**config.mk**
```make
export PLATFORM = sky130hd
export DESIGN_NAME = bram_readback_streamer
export DESIGN_NICKNAME = d
export VERILOG_FILES = /design/src/rtl/bram_readback_streamer.sv
export SDC_FILE = /design/constraint.sdc
export NUM_CORES = 1
export LEC_CHECK = 0
export CORE_UTILIZATION = 53
export DETAILED_ROUTE_END_ITERATION = 12
export HOLD_SLACK_MARGIN = 0.02
export PLACE_DENSITY = 0.85
export SLEW_MARGIN = 15
export SYNTH_ARGS = -nofsm -noshare
export SYNTH_HDL_FRONTEND = slang
export SYNTH_SLANG_ARGS = --single-unit
```
**constraint.sdc**
```tcl
create_clock -name clk -period 5.9 [get_ports clk]
set_input_delay 1.18 -clock clk [delete_from_list [all_inputs] [get_ports clk]]
set_output_delay 1.18 -clock clk [all_outputs]
set_load 0.1 [all_outputs]
```
**src/rtl/bram_readback_streamer.sv**
```systemverilog
// Streams a run of 16-bit words from one EBR to the UART transmitter, MSB byte first,
// and closes the run with an XOR checksum byte.
//
// state  | meaning
// IDLE   | waiting for start
// RD     | read strobe for the current address
// CAP    | capture BRAM data, fold into checksum, advance address
// TX_HI  | launch word[15:8] once the transmitter is free
// G_HI   | guard cycle while transmitter busy rises
// TX_LO  | launch word[7:0] once the transmitter is free
// G_LO   | guard cycle, then next word or checksum
// TX_SUM | launch checksum byte once the transmitter is free
// G_SUM  | guard cycle after checksum launch
// FIN    | one-cycle done pulse
module bram_readback_streamer #(
  parameter int MEM_SELECT_BITS = 4,
  parameter int ADDR_BITS       = 8
) (
  input  logic                       clk,
  input  logic                       resetn,
  input  logic                       start,
  input  logic                       abort,
  input  logic [MEM_SELECT_BITS-1:0] start_select,
  input  logic [ADDR_BITS-1:0]       start_addr,
  input  logic [ADDR_BITS:0]         word_count,
  output logic                       busy,
  output logic                       done,
  output logic                       rd_en,
  output logic [MEM_SELECT_BITS-1:0] mem_select,
  output logic [ADDR_BITS-1:0]       mem_addr,
  input  logic [15:0]                mem_data,
  output logic                       uart_tx_en,
  output logic [7:0]                 uart_tx_data,
  input  logic                       uart_tx_busy
);

  typedef enum logic [3:0] {
    S_IDLE, S_RD, S_CAP, S_TX_HI, S_G_HI, S_TX_LO, S_G_LO, S_TX_SUM, S_G_SUM, S_FIN
  } state_t;

  state_t                     state_q, state_d;
  logic [MEM_SELECT_BITS-1:0] sel_q, sel_d;
  logic [ADDR_BITS-1:0]       addr_q, addr_d;
  logic [ADDR_BITS:0]         remaining_q, remaining_d;
  logic [15:0]                word_q, word_d;
  logic [7:0]                 csum_q, csum_d;
  logic                       launch;
  logic [7:0]                 tx_byte;
  logic                       live;

  always_ff @(posedge clk) begin
    if (!resetn) begin
      state_q     <= S_IDLE;
      sel_q       <= '0;
      addr_q      <= '0;
      remaining_q <= '0;
      word_q      <= '0;
      csum_q      <= '0;
    end else begin
      state_q     <= state_d;
      sel_q       <= sel_d;
      addr_q      <= addr_d;
      remaining_q <= remaining_d;
      word_q      <= word_d;
      csum_q      <= csum_d;
    end
  end

  always_comb begin
    state_d     = state_q;
    sel_d       = sel_q;
    addr_d      = addr_q;
    remaining_d = remaining_q;
    word_d      = word_q;
    csum_d      = csum_q;
    launch      = 1'b0;
    tx_byte     = 8'h00;
    if (abort) begin
      state_d = S_IDLE;
    end else begin
      case (state_q)
        S_IDLE: begin
          if (start) begin
            sel_d       = start_select;
            addr_d      = start_addr;
            remaining_d = word_count;
            csum_d      = 8'h00;
            state_d     = (word_count != '0) ? S_RD : S_TX_SUM;
          end
        end
        S_RD:  state_d = S_CAP;
        S_CAP: begin
          word_d      = mem_data;
          csum_d      = csum_q ^ mem_data[15:8] ^ mem_data[7:0];
          addr_d      = addr_q + 1'b1;
          remaining_d = remaining_q - 1'b1;
          state_d     = S_TX_HI;
        end
        S_TX_HI: begin
          tx_byte = word_q[15:8];
          if (!uart_tx_busy) begin
            launch  = 1'b1;
            state_d = S_G_HI;
          end
        end
        S_G_HI: state_d = S_TX_LO;
        S_TX_LO: begin
          tx_byte = word_q[7:0];
          if (!uart_tx_busy) begin
            launch  = 1'b1;
            state_d = S_G_LO;
          end
        end
        S_G_LO: state_d = (remaining_q != '0) ? S_RD : S_TX_SUM;
        S_TX_SUM: begin
          tx_byte = csum_q;
          if (!uart_tx_busy) begin
            launch  = 1'b1;
            state_d = S_G_SUM;
          end
        end
        S_G_SUM: state_d = S_FIN;
        S_FIN:   state_d = S_IDLE;
        default: state_d = S_IDLE;
      endcase
    end
  end

  // Strobes are suppressed immediately when the run is being cancelled or reset.
  assign live         = resetn && !abort;
  assign busy         = (state_q != S_IDLE);
  assign done         = (state_q == S_FIN) && live;
  assign rd_en        = (state_q == S_RD) && live;
  assign uart_tx_en   = launch && live;
  assign uart_tx_data = tx_byte;
  assign mem_select   = sel_q;
  assign mem_addr     = addr_q;

endmodule

```
; After elaboration in Yosys (flattened, before gate mapping)
; Cells that the tools add are included.
[totals]
ff_bits = 49
[classes]
n_addsub = 2
eq_ne = 13
muxes = 18
n_bitwise = 4
n_reduce_logical = 16
[op_table]
columns = cell, count
row1 = $pmux W4 S9, 1
row2 = $pmux W8 S2, 2
row3 = $mux W8, 3
row4 = $pmux W8 S3, 1
row5 = $pmux W9 S2, 1
row6 = $reduce_bool A9 Y1, 2
row7 = $eq A4 B3 Y1 const B, 4
row8 = $mux W4, 4
row9 = $xor A8 B8 Y8, 2
row10 = $mux W9, 1
row11 = $sub A9 B1 Y9 const B, 1
row12 = $add A8 B1 Y8 const B, 1
row13 = $eq A4 B2 Y1 const B, 2
row14 = $eq A4 B4 Y1 const B, 2
row15 = $ne A2 B2 Y1 const B, 4
row16 = $mux W3, 2
row17 = $reduce_and A3 Y1, 2
row18 = $eq A4 B1 Y1 const B, 1
row19 = $logic_and A1 B1 Y1, 4
row20 = $logic_not A4 Y1, 1
row21 = $reduce_and A4 Y1, 1
row22 = $reduce_bool A4 Y1, 1
row23 = $mux W1, 3
row24 = $reduce_or A3 Y1, 1
row25 = other kinds (5), 6

; Longest topological paths before layout
[logic_depth]
word_depth = 5
ltp_mapped = 7
mapped_depth_nobuf = 6

; Least setup slack after synthesis
; Ideal clock, no wire load.
[synth_timing]
path_type = in2out
startpoint = input abort
endpoint = output done
arrival_time_ns = 4.283
t_required_ns = 4.720
path_slack_ns = 0.437
cell_stages = 2
cell_sequence = nand2b_1 nor4_1
[synth_between]
elab_chain_cells = 3
[synth_rtl]
columns = element, line_no
row1 = start: declaration, 22  ; input logic abort,
row2 = $logic_not A1 Y1, 130  ; assign live = resetn && !abort;
row3 = $logic_and A1 B1 Y1, 130
row4 = $logic_and A1 B1 Y1, 132  ; assign done = (state_q == S_FIN) && live;
row5 = end: declaration, 27  ; output logic done,
; Every way passes these cells.

; Worst setup path in the final report
[layout_timing]
startpoint = input resetn
endpoint = output done
[layout_between]
elab_chain_cells = 2
[layout_rtl]
columns = element, line_no
row1 = start: declaration, 20  ; input logic resetn,
row2 = $logic_and A1 B1 Y1, 130
row3 = $logic_and A1 B1 Y1, 132
; Every way passes these cells.

==> impl_metrics.ini <==
[worst_setup_path]
path_buf_inv = 3
end_kind = primary output
crit_path_start_kind = input pin
reg2reg_setup_slack_ns = 3.38
critPathKind = in2out
path_common_cell = buf_4
r2r-start = state_q[2]
slowest_delay_ns = 0.45
arrival_ns = 2.90
crit_chain = clkdlybuf4s50_1 -> buf_4 -> nand2b_1 -> nor4_1 -> buf_4
slowest_stage = clkdlybuf4s50_1
cp_max_fo = 40
required_ns = 4.72
timing.rr.end = mem_addr[7]
worstRegToRegCells = 4
cpLargestDelayFamily = buffers and inverters

[global_route]
grt_pass1_vias = 2392
antenna_found_initial = 0
grt_max_degree = 41
track_usage = 0.2661
overflow = 0
grt_pass1_wl_um = 11000

[cells_and_area]
stdcell_count = 458
drive_above_1_share = 0.09207
final_nets = 434
diodes = 0
syn2layout_area_growth_pct = 26.70
multiInputGateArea_mm2 = 0.001603
ff_latch_area_um2 = 980.9
num-fill-cells = 413

[sta]
rsz0062_at_grt = false
tightestPinTransition_ns = 0.9745
fin_setup_tns_ns = 0
fmax_ghz = 0.2451
hold_viol = 0
setup_viol = 0
timing.hold.ws_ns = 0.4660
min_period_ns = 4.080
finClkSkew_ns = 0.01238
finalCritPeriodShare = 0.6916
drv_slew = 0
slew_headroom = 0.3483

[detailed_routing]
drcViolationCount = 0
via_per_inst = 5.683
wl_per_cell_um = 14.81
ant_nets = 0
drtIter0Drc = 209
vias = 2603
drt_first_pass_iters = 4
routed_wl_um = 6784

[clocking]
htree_levels = 2
clk_pin_slew_ns = 0.08
cts_tree = done
postCtsSetupBuffers = 0
cts_buffer_depth = 2
post_cts_resized = 0
hold_buffers = 0
numCtsBuffers = 5
numClockSinks = 49
cts-root-buf = clkbuf_8
clk_latency_ns = 0.31

[floorplan]
coreArea_mm2 = 0.004817
die-area_mm2 = 0.005365
die_h_um = 73.25
pin_count = 66
num_rows = 25
die_w_um = 73.25
start_util = 0.5584

[worst_hold_path]
hold-path-endpoint = mem_select[1]
hold_class = reg2reg
worstHoldStart = mem_select[1]
min_path_cells = 2

[synthesis]
synth_area_leaders = dfxtp_1 (36%), nand2_1 (7.8%), a21boi_0 (6.4%), xnor2_1 (4.6%), nor2_1 (3.8%)
ys_types = 55
ys_seq_elements = 49
synth_warnings = 0
avgSynthCellArea_um2 = 7.935
synth_seq_area_share = 0.3647
synth_top_area_share = 0.3647
synth_top_cell_by_area = dfxtp_1
synthesis.area_mm2 = 0.002690
syn_inst = 339
syn-num-nets = 383

[place]
gp_congestion = 0.7834
hpwl_um = 4598
dp.cells = 450
port_buffers = 65

[pwr]
power_density_mw_per_mm2 = 213.3
ir_drop_uv = 144.0
p_leak_nw = 1.132

[outcome]
outcome = completed

[job]
drv_cap = 0
metal layers:
layer | GRT usage | wire [µm]
met5 | 0 | 0
met4 | 0.07407 | 68
met3 | 0.04972 | 392
met2 | 0.4444 | 3341
met1 | 0.3499 | 2981
worst max path at each step:
stage | start | end | cells past startpoint
finish | resetn | done | 5
global route | resetn | done | 5
CTS | resetn | done | 5
detailed placement | resetn | done | 5
global placement | resetn | done | 5
floorplan | abort | done | 2
per-stage QoR:
step | worst slack (ns) | cell area [µm²] | utilization | total power [mW]
after CTS | 1.810 | 3408 | 0.7075 | 0.7273
after detailed placement | 1.827 | 3324 | 0.6901 | 0.5360
final | 1.820 | 3408 | 0.7075 | 0.7268
after global routing | 1.702 | 3408 | 0.7075 | 0.7538
after floorplan | 0.4371 | 2690 | - | 0.4767
after global placement | 1.831 | 3324 | 0.6901 | 0.5338
power by group:
part           internal (mW)  switching, mW
Sequential             0.344         0.0165
Clock                 0.0841          0.113
Combinational         0.0693         0.0997
layout by cell type (no fill, tap or decap), drive strengths merged, types with 6 or more instances in the layout:
cell            n
a21boi         25
a21oi          15
a22oi          10
buf            13
clkbuf          7
clkdlybuf4s50  54
dfxtp          49
mux2            8
nand2          57
nor2           29
nor3           18
nor4            7
o211ai          6
o21ai          17
xnor2          14
kinds of logic after synthesis:
| kind of cell | Yosys count | share of synthesized area |
|---|---|---|
| compound gates | 88 | 0.2200 |
| xor+xnor | 15 | 0.04884 |
| fa+ha+maj | 2 | 0.009301 |
| buf+inv | 28 | 0.04186 |
| flops | 49 | 0.3647 |
| mux | 11 | 0.04465 |
| simple gates | 146 | 0.2707 |
sequential cells by signal, summed over array words and instances, names as in the netlist:
name	cells
word_q	16
remaining_q	9
csum_q	8
mem_addr	8
mem_select	4
state_q	4
Yosys cell counts, drive strengths merged:
| cell | instances |
|---|---|
| nand2 | 57 |
| dfxtp | 49 |
| nor2 | 29 |
| a21boi | 25 |
| nor3 | 18 |
| o21ai | 17 |
| a21oi | 15 |
| clkbuf | 15 |
| xnor2 | 14 |
| a22oi | 10 |
| buf | 8 |
| mux2 | 8 |
| nor4 | 7 |
| o211ai | 6 |
| inv | 5 |
| nor3b | 5 |
| nand2b | 4 |
| nand3 | 4 |
| or4 | 4 |
| mux2i | 3 |
| nor2b | 3 |
| nor4b | 3 |
| a21o | 2 |
| ha | 2 |
| o22ai | 2 |
| or2 | 2 |
| or3 | 2 |
| or3b | 2 |
| or4b | 2 |
| a211oi | 1 |
| a221oi | 1 |
| a2bb2oi | 1 |
| a311oi | 1 |
| a32oi | 1 |
| and2 | 1 |
| and3b | 1 |
| nand3b | 1 |
| nand4 | 1 |
| o211a | 1 |
| o21a | 1 |
| o21ba | 1 |
| o22a | 1 |
| o31a | 1 |
| o32ai | 1 |
| xor2 | 1 |
worst register-to-register path: stages (launching register included):
cell and delay (ns):
dfxtp_1 0.61, or4_1 0.85, nor2_2 0.44, nand2_1 0.30
o21ai_0 0.23
layout make-up:
class | instances | area share
Tap cell | 67 | 0.02460
Timing Repair Buffer | 67 | 0.1872
Clock buffer | 7 | 0.02239
Sequential cell | 49 | 0.2878
Multi-Input combinational cell | 262 | 0.4703
Inverter | 5 | 0.005507
Clock inverter | 1 | 0.002203
Note: power is estimated with default switching activity, not from simulation.
